--- config.mk ---
export PLATFORM = sky130hd
export DESIGN_NAME = id_ex_issue
export DESIGN_NICKNAME = d
export VERILOG_FILES = /design/src/rtl/id_ex_issue.sv
export SDC_FILE = /design/constraint.sdc
export NUM_CORES = 1
export LEC_CHECK = 0
export ABC_CLOCK_PERIOD_IN_PS = 1900
export CORE_ASPECT_RATIO = 1.1
export CORE_MARGIN = 10
export CORE_UTILIZATION = 50
export CTS_BUF_LIST = sky130_fd_sc_hd__clkbuf_4
export DETAILED_ROUTE_END_ITERATION = 10
export DONT_BUFFER_PORTS = 1
export GPL_TIMING_DRIVEN = 0
export PLACE_DENSITY = 0.68
export SLEW_MARGIN = 20
export SYNTH_ARGS = -nofsm -noshare
export SYNTH_HDL_FRONTEND = slang
export SYNTH_SLANG_ARGS = --single-unit
--- constraint.sdc ---
create_clock -name clk -period 1.9 [get_ports clk]
set_input_delay 0.285 -clock clk [delete_from_list [all_inputs] [get_ports clk]]
set_output_delay 0.285 -clock clk [all_outputs]
set_load 0.01 [all_outputs]
--- src/rtl/id_ex_issue.sv ---
// ID/EX pipeline register with multi-cycle MULTU issue control.
// Holds a MULTU in EX for MUL_CYCLES cycles and keeps HI/LO readers out of the hand-off cycles.
module id_ex_issue #(
  parameter int unsigned MUL_CYCLES = 32
) (
  input  logic        clk,
  input  logic        reset,
  input  logic        id_valid,
  input  logic [1:0]  id_ALUOp,
  input  logic [5:0]  id_funct,
  input  logic [4:0]  id_shamt,
  input  logic [31:0] id_dataA,
  input  logic [31:0] id_dataB,
  input  logic [4:0]  id_rd,
  input  logic        id_RegWrite,
  input  logic        flush,
  output logic [1:0]  ALUOp,
  output logic [5:0]  funct,
  output logic [4:0]  shamt,
  output logic [31:0] dataA,
  output logic [31:0] dataB,
  output logic [4:0]  ex_rd,
  output logic        ex_RegWrite,
  output logic        ex_valid,
  output logic        stall,
  output logic        mul_busy
);

  typedef enum logic [1:0] {
    IDLE      = 2'd0,
    BUSY      = 2'd1,
    HILO_WAIT = 2'd2
  } state_t;

  localparam logic [7:0] CNT_INIT = 8'(MUL_CYCLES - 1);

  state_t     state_r;
  state_t     state_nxt_s;
  logic [7:0] cnt_r;
  logic [7:0] cnt_nxt_s;
  logic       stall_s;
  logic       load_s;
  logic       bubble_s;
  logic       is_rtype_s;
  logic       is_mult_s;
  logic       is_hilo_s;

  assign is_rtype_s = id_valid && (id_ALUOp == 2'b10);
  assign is_mult_s  = is_rtype_s && (id_funct == 6'b011001);
  assign is_hilo_s  = is_rtype_s && ((id_funct == 6'b010000) || (id_funct == 6'b010010));

  // Next-state, counter and EX load/hold/bubble selection.
  always_comb begin
    state_nxt_s = state_r;
    cnt_nxt_s   = cnt_r;
    stall_s     = 1'b0;
    load_s      = 1'b0;
    bubble_s    = 1'b0;
    case (state_r)
      IDLE: begin
        if (flush) begin
          bubble_s = 1'b1;
        end else begin
          load_s = 1'b1;
          if (is_mult_s) begin
            state_nxt_s = BUSY;
            cnt_nxt_s   = CNT_INIT;
          end else begin
            state_nxt_s = IDLE;
          end
        end
      end
      BUSY: begin
        if (cnt_r != 8'd0) begin
          // An in-flight MULTU ignores flush and keeps EX frozen.
          stall_s   = 1'b1;
          cnt_nxt_s = cnt_r - 8'd1;
        end else begin
          state_nxt_s = HILO_WAIT;
          cnt_nxt_s   = 8'd0;
          if (flush) begin
            bubble_s = 1'b1;
          end else if (is_mult_s || is_hilo_s) begin
            stall_s  = 1'b1;
            bubble_s = 1'b1;
          end else begin
            load_s = 1'b1;
          end
        end
      end
      HILO_WAIT: begin
        state_nxt_s = IDLE;
        if (flush) begin
          bubble_s = 1'b1;
        end else if (is_hilo_s) begin
          stall_s  = 1'b1;
          bubble_s = 1'b1;
        end else begin
          load_s = 1'b1;
          if (is_mult_s) begin
            state_nxt_s = BUSY;
            cnt_nxt_s   = CNT_INIT;
          end else begin
            state_nxt_s = IDLE;
          end
        end
      end
      default: begin
        state_nxt_s = IDLE;
        cnt_nxt_s   = 8'd0;
        bubble_s    = 1'b1;
      end
    endcase
  end

  // State, counter and EX operand register.
  always_ff @(posedge clk) begin
    if (reset) begin
      state_r     <= IDLE;
      cnt_r       <= 8'd0;
      ALUOp       <= 2'b00;
      funct       <= 6'd0;
      shamt       <= 5'd0;
      dataA       <= 32'd0;
      dataB       <= 32'd0;
      ex_rd       <= 5'd0;
      ex_RegWrite <= 1'b0;
      ex_valid    <= 1'b0;
    end else begin
      state_r <= state_nxt_s;
      cnt_r   <= cnt_nxt_s;
      if (bubble_s || (load_s && !id_valid)) begin
        ALUOp       <= 2'b00;
        funct       <= 6'd0;
        shamt       <= 5'd0;
        dataA       <= 32'd0;
        dataB       <= 32'd0;
        ex_rd       <= 5'd0;
        ex_RegWrite <= 1'b0;
        ex_valid    <= 1'b0;
      end else if (load_s) begin
        ALUOp       <= id_ALUOp;
        funct       <= id_funct;
        shamt       <= id_shamt;
        dataA       <= id_dataA;
        dataB       <= id_dataB;
        ex_rd       <= id_rd;
        // MULTU writes HI/LO, never the register file.
        ex_RegWrite <= id_RegWrite & ~is_mult_s;
        ex_valid    <= 1'b1;
      end
    end
  end

  assign stall    = stall_s;
  assign mul_busy = (state_r == BUSY);

endmodule

==> metrics.md <==
| Metric | Value |
|---|---|
| Outcome | complete, but fails checks |
| Failing checks | setup timing |
| Worst-margin pin slew | 0.9225 ns |
| # setup viols final | 85 |
| Synthesized area per cell | 8.432 um^2 |
| Initial antenna violation count | 1 |
| Die footprint | 0.01232 mm^2 |
| Largest net degree at the start of global routing | 17 |
| Layout area overhead | 39.62% |
| Post-Layout Cell Count | 705 |
| Gr ovfl total | 0 |
| Crit path kind | reg -> reg |
| P_leak | 2.079 nW |
| Pwr dens | 606.0 mW/mm^2 |
| Final Hold Viols | 0 |
| Cell Int Power | 0.002523 W |
| Final period util | 114.2% |
| Psw | 0.0009798 W |
| Gp weighted congestion | 0.8410 |
| DP HPWL | 9318 um |
| Combinational Power Share | 12.3% |
| Crit path launch type | register |
| Vias per cell | 6.092 |
| Final count of pins violating max slew | 0 |
| Worst-case clock buffer depth | 2 |
| Cell Area, Placed | 0.004322 mm^2 |
| Mapped Nets | 584 |
| Number of synthesized flops with an enable pin | 0 |
| Synth warn | 0 |
| # DRC | 0 |
| CTS tree | done |
| Input/output buffers | 0 |
| Fin nets | 684 |
| Die Y | 115.4 um |
| Clock period minus worst slack | 2.170 ns |
| CTS buffer count | 9 |
| Register Area | 0.001893 mm^2 |
| Synth Register Bits | 94 |
| Routed via count | 4295 |
| VDD IR max | 0.0004349 V |
| Design area | 0.005781 mm^2 |
| Pre-Repair DR Iteration Count | 5 |
| Antenna viol nets, final | 0 |
| Dominant synthesized flop cell | dfxtp_1 |
| Synth Cell Area | 0.004140 mm^2 |
| CTS root buf | clkbuf_4 |
| Flop pwr share | 59.4% |
| Util after Layout | 72.28% |
| Fmax | 0.4609 GHz |
| Critical-path cell list | inv_2 > ha_2 > or4_4 > a31oi_4 > buf_6 > buf_6 > o21ai_1 > a21oi_1 |
| Starting Density | 51.77% |
| Setup TNS | -16.17 ns |
| Die W | 106.8 um |
| Critical path's largest stage delay | 0.57 ns |
| CP max FO | 10 |
| First-pass GRT wire length | 21800 um |
| Share of total power in the clock network | 28.4% |
| Worst EP required | 2.26 ns |
| Slew headroom | 37.83% |
| H-tree depth | 3 |
| Cells after Synth | 491 |
| Post-synth ARST share | 0% |
| Synth unique cells | 44 |
| Crit path DAT | 2.53 ns |
| Post-synthesis sequential area ratio | 45.45% |
| Hold WC Path Type | in -> reg |
| Clock sinks | 94 |
| Fillers | 595 |
| Skew final | 0.02907 ns |
| Drt total wl | 14770 um |
| Switching share of power | 27.97% |
| Initial DRC Count | 240 |
| Worst-path cell with the longest stage delay | or4_4 |
| Placed Cells | 599 |
| CTS clock-pin slew for the worst setup and hold paths | 0.15 ns |
| Setup ws final | -0.2695 ns |
| Core ar. | 0.007998 mm^2 |
| # IOs | 173 |
| Vias in the first global route | 4136 |
| Routed len/inst | 20.95 um |
| Crit. End Element | register |
| Share of post-route cells with drive strength above 1 | 25.84% |
| Area of the multi-input gates | 0.002213 mm^2 |
| Later-pin clock latency in the skew report | 0.45 ns |
| RSZ-0062 raised after global routing | true |
| Max-capacitance violation count | 0 |
| Most used cell, CP | buf_6 |
| Total Routing Usage GR | 21.80% |
| Rows | 34 |
## kinds of logic (layout without fill, tap and decap cells)
| kind of cell | count (synthesis) | in the layout | synth area share [%] |
|---|---|---|---|
| AOI/OAI and AO/OA | 202 | 202 | 26.26 |
| and+or+nand+nor | 133 | 133 | 18.07 |
| DFF | 94 | 94 | 45.45 |
| buffers and inverters | 56 | 161 | 8.401 |
| adders and majority gates | 6 | 6 | 1.813 |
| other | 0 | 1 | 0 |
## registers in the layout (all words and copies together), names as in the netlist
register     cells
dataA           32
dataB           32
cnt_r            8
funct            6
ex_rd            5
shamt            5
ALUOp            2
state_r          2
ex_RegWrite      1
ex_valid         1
## what timing repair did
action                                 4_1_cts  5_1_grt
gates cloned                                 1        3
hold buffers                                83        0
setup buffers                                3        0
resized for setup                           60       67
pin swaps                                    4       11
setup endpoints to repair                   94       94
endpoints found under the hold margin       83        0
## critical path, delay by kind of cell (launching register included)
family | cells | cell delay (ns)
compound gates | 3 | 0.51
simple gates | 1 | 0.57
fa+ha+maj | 1 | 0.21
flops | 1 | 0.41
buf+inv | 3 | 0.39
## worst paths after layout
kind / endpoint / start / slack (ns) / depth (start not counted)
worst max-delay path: dataA[11] / state_r[0] / -0.27 / 8
worst min-delay path: funct[0] / id_funct[0] / 0.03 / 2
worst max register to register: dataA[11] / state_r[0] / -0.27 / 8
worst min register to register: state_r[0] / state_r[0] / 0.52 / 2
## per-stage QoR
stage	hold slack, ns	power [W]	setup slack [ns]
floorplan	0.4140	0.002280	-0.02338
global placement	0.4187	0.002337	-0.5495
detailed placement	0.4240	0.002346	-0.5718
CTS	0.01924	0.003468	-0.2071
global route	0.04251	0.003639	-0.3402
finish	0.03172	0.003503	-0.2695
## power groups by stage
stage / clock network [W] / logic, W / registers [W]
after floorplan: 0 / 0.000173 / 0.00211
after global placement: 0 / 0.000215 / 0.00212
after detailed placement: 0 / 0.000222 / 0.00212
after CTS: 0.00101 / 0.000382 / 0.00208
after global routing: 0.00109 / 0.000460 / 0.00209
final: 0.000994 / 0.000429 / 0.00208
## layout by cell type (no fill, tap or decap), types with 4 or more instances in the layout
| master | synthesis | final |
|---|---|---|
| buf_6 | 9 | 16 |
| nand3_1 | 72 | 63 |
| dfxtp_1 | 94 | 89 |
| a21oi_2 | 0 | 24 |
| o31ai_1 | 4 | 4 |
| nor2_1 | 20 | 18 |
| nand3_2 | 10 | 19 |
| nand2_1 | 4 | 4 |
| a22oi_1 | 4 | 4 |
| clkbuf_1 | 16 | 4 |
| o21ai_0 | 15 | 6 |
| o21ai_2 | 0 | 16 |
| a21oi_1 | 92 | 68 |
| dlygate4sd3_1 | 0 | 83 |
| o21ai_1 | 74 | 65 |
| buf_2 | 7 | 8 |
| nor3_1 | 8 | 7 |
| clkbuf_4 | 0 | 10 |
| buf_8 | 1 | 9 |
| clkbuf_2 | 0 | 10 |
| inv_2 | 0 | 4 |
## routing by layer
layer | vias up | wire length [um] | track usage [%]
met1 | 2014 | 5493 | 24.63
met3 | 55 | 1540 | 8.551
li1 | 1992 | - | -
met2 | 234 | 7174 | 35.42
met5 | - | 0 | 0
met4 | 0 | 561 | 10.57
## Yosys cell counts (2+ instances only)
master | n | share of area [%]
dfxtp_1 | 94 | 45
a21oi_1 | 92 | 11
o21ai_1 | 74 | 8.9
nand3_1 | 72 | 8.7
nor2_1 | 20 | 1.8
clkbuf_1 | 16 | 1.5
o21ai_0 | 15 | 1.8
nand3_2 | 10 | 2.4
buf_4 | 9 | 1.6
buf_6 | 9 | 2.4
nor3_1 | 8 | 0.97
buf_2 | 7 | 0.85
inv_1 | 7 | 0.63
buf_1 | 6 | 0.54
ha_1 | 6 | 1.8
a22oi_1 | 4 | 0.73
nand2_1 | 4 | 0.36
o31ai_1 | 4 | 0.73
o22ai_1 | 3 | 0.45
a31oi_1 | 2 | 0.30
nand2b_1 | 2 | 0.30
nor2b_1 | 2 | 0.30
nor4_1 | 2 | 0.30
or2_2 | 2 | 0.30
or4_1 | 2 | 0.36
## cell type report
type                    instances  area share [%]
repair buffers                 90           16.26
well taps                     108           2.338
clock inverters                 6          0.8009
multi-input cells             341           38.29
clock buffers                  10           1.299
plain buffers                  48           7.771
inverters                       7          0.4545
flip-flops and latches         94           32.75
diodes                          1         0.04329
Power figures use the tool's default switching activity.
==> edit, RTL diff (same settings) <==
The 3 states of `state_t` get a one-hot encoding in 3 bits.
--- a/src/rtl/id_ex_issue.sv
+++ b/src/rtl/id_ex_issue.sv
@@ -27,8 +27,8 @@
 );
 
-  typedef enum logic [1:0] {
-    IDLE      = 2'd0,
-    BUSY      = 2'd1,
-    HILO_WAIT = 2'd2
+  typedef enum logic [2:0] {
+    IDLE      = 3'b001,
+    BUSY      = 3'b010,
+    HILO_WAIT = 3'b100
   } state_t;
 
Behaviour: same outputs for any inputs over 10 cycles, from zero or initial values and one cycle with reset high; not proved beyond that.
==> edit against the original RTL <==
  * The flow still finishes with violations (setup timing)
  * Sequential cell count is 1 higher
  * Synthesized area fell by 3.9%
  * Worst setup slack worse by 240 ps
  * Utilization up 4.8 points
  * Critical path type unchanged
  * Design area up 4.4%
  * Power grew 9.8%
  * Highest routed layer unchanged
  * Critical endpoint is now dataA[0]$_SDFFE_PP0P_
  * Wire length rose by 12%
  * Worst hold slack better by 16 ps
==> edit: results (changes against the original RTL) <==
Outcome
  – Outcome: complete, but fails checks
  – Failing checks: setup timing

GRT
  – Number of global-route vias before repair: 4130 (-0.15%)
  – Met2 Resource Use GR: 38.5% (+3.1 points)
  – Overall track demand over capacity in global routing: 22.5% (+0.68 points)
  – Global-route wire length before repair: 22100 um (+1.5%)

Cells and area
  – Non-Clock Buffer Area Fraction: 27.3% (+3.2 points)
  – Inverter count: 8 (+1)
  – CLK BUF: 9 (-1)
  – Share of cells above drive strength 1: 29.1% (+3.2 points)
  – Fillers: 526 (-12%)
  – Sequential cells: 95 (+1.1%)
  – Final net count: 696 (+1.8%)
  – Final std cells w/o fill: 722 (+2.4%)
  – Proportion of cell area occupied by multi-input gates: 35.8% (-2.5 points)
  – Non-clock buffers: 157 (+14%)
  – Combined flip-flop and latch cell area: 1910 sq um (+1.1%)

Yosys
  – Sequential share of the synthesized area: 47.8% (+2.3 points)
  – Post-synthesis average cell area: 8.17 sq um (-3.1%)
  – Number of unique standard cell types used by synthesis: 40 (-9.1%)
  – Number of synthesis warnings: 0 (unchanged)
  – Synth area leaders: sky130_fd_sc_hd__dfxtp_1 48%, sky130_fd_sc_hd__a21oi_1 12%, sky130_fd_sc_hd__o21ai_0 11%, sky130_fd_sc_hd__nand3_1 11%, sky130_fd_sc_hd__buf_4 2.3%
  – Leading cell types by count after synthesis: 95 x sky130_fd_sc_hd__dfxtp_1, 92 x sky130_fd_sc_hd__a21oi_1, 87 x sky130_fd_sc_hd__o21ai_0, 84 x sky130_fd_sc_hd__nand3_1, 15 x sky130_fd_sc_hd__clkbuf_1
  – Synthesized Nets: 576 (-1.4%)

STA
  – Sum Neg Setup Slack: -34660 ps (-18490 ps)
  – Post-route worst setup slack: -513 ps (-244 ps)
  – Tightest slew margin relative to the limit: 55.4% (+18 points)
  – # setup viols final: 86 (+1.2%)

Critical path
  – Biggest cell delay along the critical path: 420 ps (-150 ps)
  – Length in cells of the worst reg-to-reg path: 9 (+1)
  – Arrival time of data at the critical path endpoint: 2790 ps (+260 ps)

Placed design
  – Weighted congestion reported at the end of routability-driven placement: 0.893 (+6.1%)
  – Area after detailed placement: 4160 sq um (-3.8%)
  – Final HPWL from detailed placement: 9260 um (-0.59%)
  – Count of placed standard cells including taps: 595 (-0.67%)

Route
  – Detail-routed net length per standard cell: 23.0 um (+9.8%)
  – Via-per-instance ratio: 6.21 (+1.9%)
  – Sum of routed wire segments on met1: 6030 um (+9.8%)
  – Routed length on met2: 8390 um (+17%)
  – Number of design-rule violations left by the first detailed-router iteration: 377 (+57%)

Pwr
  – Internal Dissipation: 2.75 mW (+9.0%)
  – Static leakage: 2.08 nW (about the same)
  – PwrDens: 638 nW/um^2 (+5.2%)
  – Worst-case vdd ir drop: 463 uV (+6.5%)
edit: cell count changes in the layout (fill, tap and decap cells not counted), sizes merged, moves of 3 or more:
| cell | before | now |
|---|---|---|
| ha | 6 | 2 |
| nor2 | 20 | 14 |
| buf | 38 | 44 |
| a22oi | 4 | 0 |
| a311oi | 0 | 3 |
| a211oi | 0 | 4 |
| clkbuf | 27 | 41 |
| or3 | 1 | 4 |
| o31ai | 4 | 1 |
edit: timing repair:
action / CTS / global route
buffers inserted: 6 / 10
resized for setup: 42 / 126
endpoints found under the hold margin: 81 / 0
endpoints found under the setup margin: 93 / 91
cloned: 3 / 9
pin swaps: 2 / 4
hold buffers: 81 / 0
edit: path summary, 6_finish.rpt:
check	start	endpoint	slack (ps)
max reg2reg	cnt_r[0]$_SDFFE_PP0P_	dataA[0]$_SDFFE_PP0P_	-510
min	id_dataB[11]	dataB[11]$_SDFFE_PP0P_	50
max	cnt_r[0]$_SDFFE_PP0P_	dataA[0]$_SDFFE_PP0P_	-510
min reg2reg	cnt_r[7]$_SDFFE_PP0P_	cnt_r[7]$_SDFFE_PP0P_	520
edit: cells by family after synthesis:
| logic type | count (synthesis) | synth area share [%] |
|---|---|---|
| and+or+nand+nor | 134 | 17.9 |
| DFF | 95 | 47.8 |
| xor gates and xnor gates | 1 | 0.220 |
| AOI/OAI and AO/OA | 199 | 26.2 |
| adders and majority gates | 2 | 0.629 |
| buffers and inverters | 56 | 7.32 |
edit: power groups by stage:
stage	logic, mW	registers [mW]	clock network (mW)
after global routing	0.591	2.16	1.22
after detailed placement	0.247	2.19	0
after global placement	0.240	2.19	0
after CTS	0.423	2.14	1.14
final	0.556	2.15	1.14
after floorplan	0.191	2.16	0
